[src/rtl/pipe_pkg.sv]
// Shared definitions for the EX->MEM pipeline stage.
//   MOP_* : memory-op codes; MOP_NONE marks "no memory access", the rest are
//           decoded by the MEM stage.
//   ex_mem_payload_t : payload carried from EX to MEM at the default widths
//           (32-bit data, 5-bit register address, 3-bit mop).
package pipe_pkg;

    localparam int MOP_NONE = 0;
    localparam int MOP_LB   = 1;
    localparam int MOP_LH   = 2;
    localparam int MOP_LW   = 3;
    localparam int MOP_SB   = 4;
    localparam int MOP_SH   = 5;
    localparam int MOP_SW   = 6;

    typedef struct packed {
        logic [31:0] wdata;
        logic [4:0]  waddr;
        logic        we;
        logic [2:0]  mop;
        logic [31:0] maddr;
        logic [31:0] msdata;
    } ex_mem_payload_t;

endpackage

[src/rtl/pipe_skid_buf.sv]
// Generic 2-entry valid/ready skid buffer on a packed payload of W bits.
//   clk, rst (sync, active-high), flush : drop every held and incoming entry
//   in_valid/in_ready/in_data    : upstream side; in_ready is a register (!skid_valid)
//   out_valid/out_ready/out_data : downstream side; out_valid is a register (main_valid)
// The main entry always holds the oldest item; the skid entry only fills
// while main is stalled, so ordering is strict FIFO.
module pipe_skid_buf #(
    parameter int W = 8
) (
    input  logic         clk,
    input  logic         rst,
    input  logic         flush,
    input  logic         in_valid,
    output logic         in_ready,
    input  logic [W-1:0] in_data,
    output logic         out_valid,
    input  logic         out_ready,
    output logic [W-1:0] out_data
);

    logic [W-1:0] main_q, skid_q;
    logic         main_v, skid_v;
    logic         acc, drn;

    assign in_ready  = !skid_v;
    assign out_valid = main_v;
    assign out_data  = main_q;
    assign acc       = in_valid && !skid_v;
    assign drn       = main_v && out_ready;

    always_ff @(posedge clk) begin
        if (rst) begin
            main_q <= '0;
            skid_q <= '0;
            main_v <= 1'b0;
            skid_v <= 1'b0;
        end else if (flush) begin
            // Payload left stale on purpose; consumers gate on the valid bits.
            main_v <= 1'b0;
            skid_v <= 1'b0;
        end else if (skid_v) begin
            // in_ready is low here, so nothing new can arrive this cycle.
            if (drn) begin
                main_q <= skid_q;
                main_v <= 1'b1;
                skid_v <= 1'b0;
            end
        end else if (!main_v || drn) begin
            if (acc) main_q <= in_data;
            main_v <= acc;
        end else begin
            if (acc) skid_q <= in_data;
            skid_v <= acc;
        end
    end

endmodule

[src/rtl/ex_mem_pipe.sv]
// EX->MEM pipeline register with valid/ready handshake and 2-entry skid.
//   clk, rst (sync, active-high), flush
//   in_valid/in_ready + ex_* : entry from EX (writeback + memory-access fields)
//   out_valid/out_ready + mem_* : entry to MEM; mem_we/mem_mop are forced
//                                 inactive whenever out_valid is low
//   bp_cycles : saturating count of cycles with out_valid & !out_ready
module ex_mem_pipe
    import pipe_pkg::*;
#(
    parameter int DATA_W  = 32,
    parameter int RADDR_W = 5,
    parameter int MOP_W   = 3,
    parameter int CNT_W   = 16
) (
    input  logic               clk,
    input  logic               rst,
    input  logic               flush,
    input  logic               in_valid,
    output logic               in_ready,
    input  logic [DATA_W-1:0]  ex_wdata,
    input  logic [RADDR_W-1:0] ex_waddr,
    input  logic               ex_we,
    input  logic [MOP_W-1:0]   ex_mop,
    input  logic [DATA_W-1:0]  ex_maddr,
    input  logic [DATA_W-1:0]  ex_msdata,
    output logic               out_valid,
    input  logic               out_ready,
    output logic [DATA_W-1:0]  mem_wdata,
    output logic [RADDR_W-1:0] mem_waddr,
    output logic               mem_we,
    output logic [MOP_W-1:0]   mem_mop,
    output logic [DATA_W-1:0]  mem_maddr,
    output logic [DATA_W-1:0]  mem_msdata,
    output logic [CNT_W-1:0]   bp_cycles
);

    // Same field order as ex_mem_payload_t, sized by this instance's parameters.
    typedef struct packed {
        logic [DATA_W-1:0]  wdata;
        logic [RADDR_W-1:0] waddr;
        logic               we;
        logic [MOP_W-1:0]   mop;
        logic [DATA_W-1:0]  maddr;
        logic [DATA_W-1:0]  msdata;
    } payload_t;

    payload_t in_p, out_p;

    assign in_p = '{wdata: ex_wdata, waddr: ex_waddr, we: ex_we, mop: ex_mop,
                    maddr: ex_maddr, msdata: ex_msdata};

    pipe_skid_buf #(.W($bits(payload_t))) u_skid (
        .clk       (clk),
        .rst       (rst),
        .flush     (flush),
        .in_valid  (in_valid),
        .in_ready  (in_ready),
        .in_data   (in_p),
        .out_valid (out_valid),
        .out_ready (out_ready),
        .out_data  (out_p)
    );

    assign mem_wdata  = out_p.wdata;
    assign mem_waddr  = out_p.waddr;
    assign mem_maddr  = out_p.maddr;
    assign mem_msdata = out_p.msdata;
    // Stale payload after a flush must never look like a live write or access.
    assign mem_we     = out_p.we && out_valid;
    assign mem_mop    = out_valid ? out_p.mop : MOP_W'(MOP_NONE);

    always_ff @(posedge clk) begin
        if (rst)
            bp_cycles <= '0;
        else if (out_valid && !out_ready && (bp_cycles != '1))
            bp_cycles <= bp_cycles + 1'b1;
    end

endmodule

[config.mk]
export PLATFORM = sky130hd
export DESIGN_NAME = ex_mem_pipe
export DESIGN_NICKNAME = d
export VERILOG_FILES = /design/src/rtl/pipe_pkg.sv /design/src/rtl/pipe_skid_buf.sv /design/src/rtl/ex_mem_pipe.sv
export SDC_FILE = /design/constraint.sdc
export NUM_CORES = 1
export LEC_CHECK = 0
export CAP_MARGIN = 20
export CORE_UTILIZATION = 50
export CTS_CLUSTER_DIAMETER = 150
export DETAILED_ROUTE_END_ITERATION = 10
export GPL_ROUTABILITY_DRIVEN = 1
export PLACE_DENSITY = 0.78
export RECOVER_POWER = 100
export SLEW_MARGIN = 20
export SYNTH_ARGS = -nofsm -noshare
export SYNTH_HDL_FRONTEND = slang
export SYNTH_SLANG_ARGS = --single-unit
[constraint.sdc]
create_clock -name clk -period 2.28 [get_ports clk]
set_input_delay 0.684 -clock clk [delete_from_list [all_inputs] [get_ports clk]]
set_output_delay 0.684 -clock clk [all_outputs]
set_load 0.01 [all_outputs]
# == Word level (Yosys, flattened, before mapping) ==
# Cells that the tools add are included.
# totals
regBits,228
inputBits,110
out_inout_bits,123
elab_cells,37
# op_classes
addsub,1
n_eq_ne,2
muxes,11
bitwise_logic,3
n_reduce_logical,15
# ops
op,count
105-bit 2-to-1 mux,4
16-bit by 1-bit adder with 16-bit output (second input constant),1
16-bit inequality test (second input constant),1
4-bit AND reduction,2
1-bit 2-to-1 mux,6
1-bit logical AND,5
2-bit nonzero test,2
1-bit logical NOT,3
3-bit 2-to-1 mux,1
1-bit NOT,3
2-bit inequality test (second input constant),1
2-bit AND reduction,1
2-bit OR reduction,1
1-bit logical OR,1

# == Longest topological paths before layout ==
# Gate-level depths: netlist of the first run.
# logic_depth
ltp_word,5
mapped_depth,8
ltp_nobuf,5

# == Cells and area by module ==
# From an unflattened synthesis of the first run, not the netlist that was laid out.
# unflattened
cells_unflattened,1143
area_unflattened_um2,11433.5
# by_module_without_submodules
mod,instances,cells_per_inst,area_per_inst_um2,seq_area_each_um2
pipe_skid_buf,1,1041,10551.4,4244.1
ex_mem_pipe,1,102,882.1,320.3

# == Worst setup path before layout of the first run ==
# OpenSTA, ideal clock, no wires.
# synth_path
kind,input to register
from,in out_ready
to,reg u_skid.skid_q[32]
setup_time_ps,132
arrival_time_ps,1793
t_required_ps,2148
slack_ps,355
cell_stages,8
n_path_buf,4
path_cell_list,nand2b_1 buf_2 or3_1 buf_2 buf_6 buf_6 nand2_1 a21oi_1
# synth_via
elab_chain_cells,4
# synth_lines
element,line,rtl
start: declaration,ex_mem_pipe.sv:27,"input logic out_ready,"
1-bit logical AND,pipe_skid_buf.sv:29,assign drn = main_v && out_ready;
1-bit logical OR,pipe_skid_buf.sv:48,end else if (!main_v || drn) begin
1-bit NOT (no line),-,
4-bit AND reduction (no line),-,
end signal: assignment,pipe_skid_buf.sv:52,if (acc) skid_q <= in_data;
end: declaration,pipe_skid_buf.sv:21,"logic [W-1:0] main_q, skid_q;"
# No other way between the ends.
# A chain may end at the register's enable or synchronous reset.

# == Final worst setup path of the first run ==
# layout_path
from,reg bp_cycles[9]
to,out bp_cycles[9]
# layout_rtl
element,line,rtl
start: declaration,ex_mem_pipe.sv:34,output logic [CNT_W-1:0] bp_cycles
start signal: assignment,ex_mem_pipe.sv:76,bp_cycles <= bp_cycles + 1'b1;
# No word-level cell between the ends.

==> flow_summary.yaml, run 1 <==
run_status:
  status: "finished, final reports clean"
worst_setup_path:
  cp.arrival_ns: 1.55
  critPathRequiredTime_ns: 1.60
  cp_num_buf_inv: 1
  cp-end-kind: "output pin"
  worstSetupPathType: "reg2out"
  critPathTopFamily: "buffers and inverters"
  cp_max_fo: 8
  max_stage_delay_ns: 0.59
  cpMaxStageDelayCell: "clkdlybuf4s50_1"
  cp-start-kind: "flip-flop"
  crit_chain: "clkdlybuf4s50_1"
cts:
  clk_pin_slew_ns: 0.06
  cts.sinks: 228
  ctsLongestPathBuffers: 3
  insertion_delay_ns: 0.51
  cts_tree: "built"
  clock_tree.root_cell: "clkbuf_16"
  h-tree-depth: 1
  cts_hold_buffers: 0
  cts_buffers: 24
place:
  dp_hpwl_um: 14950
  dpl_worst_slack_ns: -0.1454
  io_buffers: 232
  gp_congestion: 0.7984
synth:
  yosys_warnings: 0
  synth.area.top_cells: "dfxtp_1, mux2i_1, buf_4"
  synth_largest_area_cell: "dfxtp_1"
  synth_seq_area_share_pct: 46.01
  avgSynthCellArea_um2: 8.695
  synth_nets: 1252
  synth_cell_types: 37
  netlist_area_um2: 9921
  synth_top_area_share_pct: 46.01
  synthCells: 1141
  synth_seq_cells: 228
global_routing:
  grt_pass1_vias: 7194
  antenna_found_initial: 1
  overflow: 0
  grt_start_max_net_pins: 94
  grt_usage_pct: 21.38
  grt_pass1_wl_um: 35560
routing:
  vias_per_cell: 5.251
  drcViolationCount: 0
  wire_per_inst_um: 14.85
  vias: 8039
  routed_wl_um: 22730
  antenna_left: 0
  first_pass_iters: 5
  drtIter0Drc: 335
timing:
  timing.fmax_mhz: 448.1
  final-hold-violation-count: 0
  setup_viol: 0
  setup_ws_ns: 0.04815
  rsz0062_at_grt: "false"
  slew_violations: 0
  whs_ns: 0.4527
  period_needed_ns: 2.232
  fin_crit_sh_pct: 97.89
  slew_headroom_pct: 31.35
  max_slew.worst_pin.slew_ns: 1.030
  fin_skew_ns: 0.01242
layout:
  finalCoreUtilization_pct: 64.72
  fin_nets: 1359
  fillers: 1640
  syn_to_final_growth_pct: 26.96
  final_common_cell: "dfxtp_1"
  most-common-layout-cells: "dfxtp_1, nand2_1, clkdlybuf4s50_1, a21oi_1"
  drive_gt1_share_pct: 6.250
floorplanning:
  die_x_um: 142.9
  die_y_um: 142.9
  die_area_um2: 20410
  std_cell_rows: 51
  coreArea_um2: 19460
  io_pins: 233
  start_util_pct: 50.97
power:
  ir_worst_vdd_v: 0.0004676
  p_total_w: 0.009101
  p_leak_nw: 4.407
  power.density_nw_per_um2: 722.5
flow_run:
  cap_violations: 0
hold_path:
  min_path_type: "reg2reg"
cell usage after synthesis:
master	instances
a2111oi_0	1
a211oi_1	106
a211oi_2	1
a21oi_1	120
and2_1	4
and3_1	4
and3b_1	1
and3b_2	1
and4_1	1
buf_1	7
buf_2	37
buf_4	109
buf_6	6
clkbuf_1	28
dfxtp_1	228
ha_1	1
inv_1	4
mux2i_1	105
nand2_1	216
nand2b_1	2
nand3_1	5
nand4_1	5
nand4_4	1
nor2_1	106
nor2b_1	1
nor3_1	3
nor3_2	1
nor3b_1	1
nor4_1	1
nor4_2	1
o2111ai_1	1
o21a_1	1
o21ai_0	9
o21ba_2	1
o31ai_1	6
or3_1	10
or4_1	6
per-layer routing:
layer	GRT usage (%)	part of all wire, %	routed length (um)	vias to the layer above
met5	0	0	0	-
met4	7.583	3.1	707	0
met3	4.494	5.6	1265	44
met2	35.96	48	10980	196
met1	27.00	43	9785	3759
li1	-	-	-	4040
logic make-up (layout without fill, tap and decap cells):
family	count (synthesis)	count (layout)	synth area share, %
compound gates	246	246	15.46
fa+ha+maj	1	1	0.1261
buf+inv	191	314	12.27
flops	228	228	46.01
mux	105	105	10.59
other cells	0	2	0
simple gates	370	370	15.54
cell type report:
class / instances / area, um2 / share of cell area (%)
flip-flops and latches: 228 / 4574 / 36.32
multi-input cells: 722 / 4141 / 32.88
repair buffers: 268 / 2719 / 21.59
clock buffers: 38 / 764.5 / 6.069
well taps: 265 / 331.6 / 2.632
clock inverters: 4 / 45.04 / 0.3576
inverters: 4 / 15.01 / 0.1192
diodes: 2 / 5.005 / 0.03973
registers in the layout, indices dropped and copies added, names as in the netlist:
register	cells
u_skid.out_valid	1
u_skid.skid_q	105
u_skid.skid_v	1
bp_cycles	16
u_skid.out_data	105
stage by stage:
step	cells	TNS [ns]	instance area, um2
2_1_floorplan	1141	0	9921
3_3_place_gp	1486	-8.123	11830
3_5_place_dp	1486	-16.85	11830
4_1_cts	1529	0	12650
5_1_grt	1529	0	12590
6_report	1531	0	12600
power by group:
| part | internal, W | switching [W] |
|---|---|---|
| Clock | 0.00239 | 0.00153 |
| Sequential | 0.00413 | 0.0000750 |
| Combinational | 0.000517 | 0.000455 |
what timing repair did:
action / CTS / global route
hold endpoints to repair: 0 / 0
setup endpoints to repair: 6 / 2
setup buffers: 1 / 0
gates resized for setup: 6 / 2
worst paths after layout:
check                                      start                               end  slack, ns  cells after the start
hold reg to reg   u_skid.skid_q[32]$_SDFFE_PP0P_    u_skid.skid_q[32]$_SDFFE_PP0P_       0.45                      2
hold / removal    u_skid.skid_q[32]$_SDFFE_PP0P_    u_skid.skid_q[32]$_SDFFE_PP0P_       0.45                      2
setup reg to reg        u_skid.skid_v$_SDFF_PP0_  u_skid.out_data[62]$_SDFFE_PP0P_       0.18                      4
setup / recovery       bp_cycles[9]$_SDFFE_PP0P_                      bp_cycles[9]       0.05                      1
Power figures use the tool's default switching activity.
==> run 2: changes to the inputs <==
--- a/config.mk
+++ b/config.mk
@@ -6,12 +6,11 @@
 export NUM_CORES = 1
 export LEC_CHECK = 0
 export CAP_MARGIN = 20
-export CORE_UTILIZATION = 50
+export CORE_UTILIZATION = 45
 export CTS_CLUSTER_DIAMETER = 150
 export DETAILED_ROUTE_END_ITERATION = 10
 export GPL_ROUTABILITY_DRIVEN = 1
-export PLACE_DENSITY = 0.78
-export RECOVER_POWER = 100
+export PLACE_DENSITY = 0.71
 export SLEW_MARGIN = 20
 export SYNTH_ARGS = -nofsm -noshare
 export SYNTH_HDL_FRONTEND = slang
==> run 2 against run 1 <==
Against the previous run:
- maximum frequency is 0.26% lower
- cell count is 0.85% higher
- hold slack worse by 0.00067 ns
- combinational power is 7% higher
- sequential power hardly changed
- first-iteration DRC count is 6.0% lower
- critical path type unchanged
==> flow_summary.yaml, run 2 (same netlist as run 1, synthesis figures left out) <==
power:
  p_leak_nw: 4.234
  ir_worst_vdd_v: 0.0005278
  power.density_nw_per_um2: 734.1
  p_total_w: 0.009370
place:
  dp_hpwl_um: 15600
  gp_congestion: 0.7938
  dp.cells: 1500
  io_buffers: 232
  place_area_um2: 11910
timing:
  period_needed_ns: 2.238
  setup_viol: 0
  slew_violations: 0
  final-hold-violation-count: 0
  rsz0062_at_grt: "false"
  whs_ns: 0.4520
  fin_crit_sh_pct: 98.15
  fin_skew_ns: 0.006388
  max_slew.worst_pin.slew_ns: 1.011
  timing.fmax_mhz: 446.9
  slew_headroom_pct: 32.60
layout:
  drive_gt1_share_pct: 7.329
  finalCoreUtilization_pct: 59.97
  syn_to_final_growth_pct: 28.67
  finalInstanceArea_um2: 12760
  antennaDiodeCount: 0
  fin_cells: 1544
  most-common-layout-cells: "clkdlybuf4s50_1, dfxtp_1, nand2_1, a21oi_1"
  final_common_cell: "clkdlybuf4s50_1"
  fillers: 1827
  fin_nets: 1362
cts:
  cts_hold_buffers: 0
  cts.sinks: 228
  insertion_delay_ns: 0.51
  h-tree-depth: 1
  clock_tree.root_cell: "clkbuf_16"
  ctsLongestPathBuffers: 3
  clk_pin_slew_ns: 0.06
  cts_buffers: 24
  cts_tree: "built"
run_status:
  status: "finished, final reports clean"
floorplanning:
  die_x_um: 150.5
  std_cell_rows: 53
  die_y_um: 150.5
  coreArea_um2: 21290
  io_pins: 233
  die_area_um2: 22640
  start_util_pct: 46.61
global_routing:
  grt_pass1_vias: 7323
  antenna_found_initial: 0
  overflow: 0
  grt_pass1_wl_um: 37030
  grt_start_max_net_pins: 58
  grt_usage_pct: 20.16
routing:
  first_pass_iters: 4
  drtIter0Drc: 315
  drcViolationCount: 0
  wire_per_inst_um: 15.13
  routed_wl_um: 23360
  antenna_left: 0
  vias: 7919
  vias_per_cell: 5.129
worst_setup_path:
  worstSetupPathType: "reg2out"
  critPathTopFamily: "buffers and inverters"
  cp-end-kind: "output pin"
  cp-start-kind: "flip-flop"
  cp_num_buf_inv: 1
  cp_max_fo: 7
  max_stage_delay_ns: 0.59
  cp.arrival_ns: 1.55
  critPathRequiredTime_ns: 1.60
  cpMaxStageDelayCell: "clkdlybuf4s50_1"
  crit_chain: "clkdlybuf4s50_1"
flow_run:
  cap_violations: 0
hold_path:
  min_path_type: "reg2reg"
[run 2: cell types whose count changed in the layout (fill, tap and decap cells not counted), moves of 3 or more]
cell | before | now
buf_12 | 12 | 17
buf_4 | 15 | 22
clkbuf_2 | 3 | 0
clkbuf_8 | 10 | 7
clkdlybuf4s50_1 | 122 | 227
dlygate4sd3_1 | 105 | 0
clkbuf_1 | 9 | 4
[run 2: report_power, final]
group          switching [W]  internal (W)
registers          0.0000788       0.00413
clock network        0.00160       0.00252
logic               0.000457      0.000579
total                0.00214       0.00723
[run 2: area by class of cell]
type	instances	area, um2	share of cell area [%]
clock buffers	37	762.0	5.969
well taps	275	344.1	2.696
multi-input cells	722	4158	32.57
inverters	4	15.01	0.1176
repair buffers	271	2824	22.12
flip-flops and latches	228	4577	35.86
clock inverters	7	85.08	0.6665
[run 2: final timing paths]
| path | from | to | slack (ns) | cells after the start |
|---|---|---|---|---|
| worst max-delay path | bp_cycles[5]$_SDFFE_PP0P_ | bp_cycles[5] | 0.04 | 1 |
| worst max register to register | bp_cycles[0]$_SDFFE_PP0P_ | bp_cycles[15]$_SDFFE_PP0P_ | 0.44 | 5 |
| worst min register to register | u_skid.skid_q[74]$_SDFFE_PP0P_ | u_skid.skid_q[74]$_SDFFE_PP0P_ | 0.45 | 2 |
| worst min-delay path | u_skid.skid_q[74]$_SDFFE_PP0P_ | u_skid.skid_q[74]$_SDFFE_PP0P_ | 0.45 | 2 |
[run 2: through the flow]
| stage | setup slack [ns] | setup TNS (ns) |
|---|---|---|
| 2_1_floorplan | 0.3549 | 0 |
| 5_1_grt | 0.001999 | 0 |
| 6_report | 0.04224 | 0 |
| 3_5_place_dp | -0.1511 | -18.90 |
| 3_3_place_gp | -0.09145 | -10.36 |
| 4_1_cts | 0.01666 | 0 |
[run 2: layer usage]
layer	vias to the layer above	track usage, %	wire (um)
met5	-	0	0
met4	0	5.657	542
met3	36	4.333	1319
met2	175	33.87	11210
met1	3650	25.92	10290
li1	4058	-	-
[run 2: repair_timing]
item                       CTS  global route
setup endpoints to repair    6             3
resized for setup            7             3
setup buffers                0             0
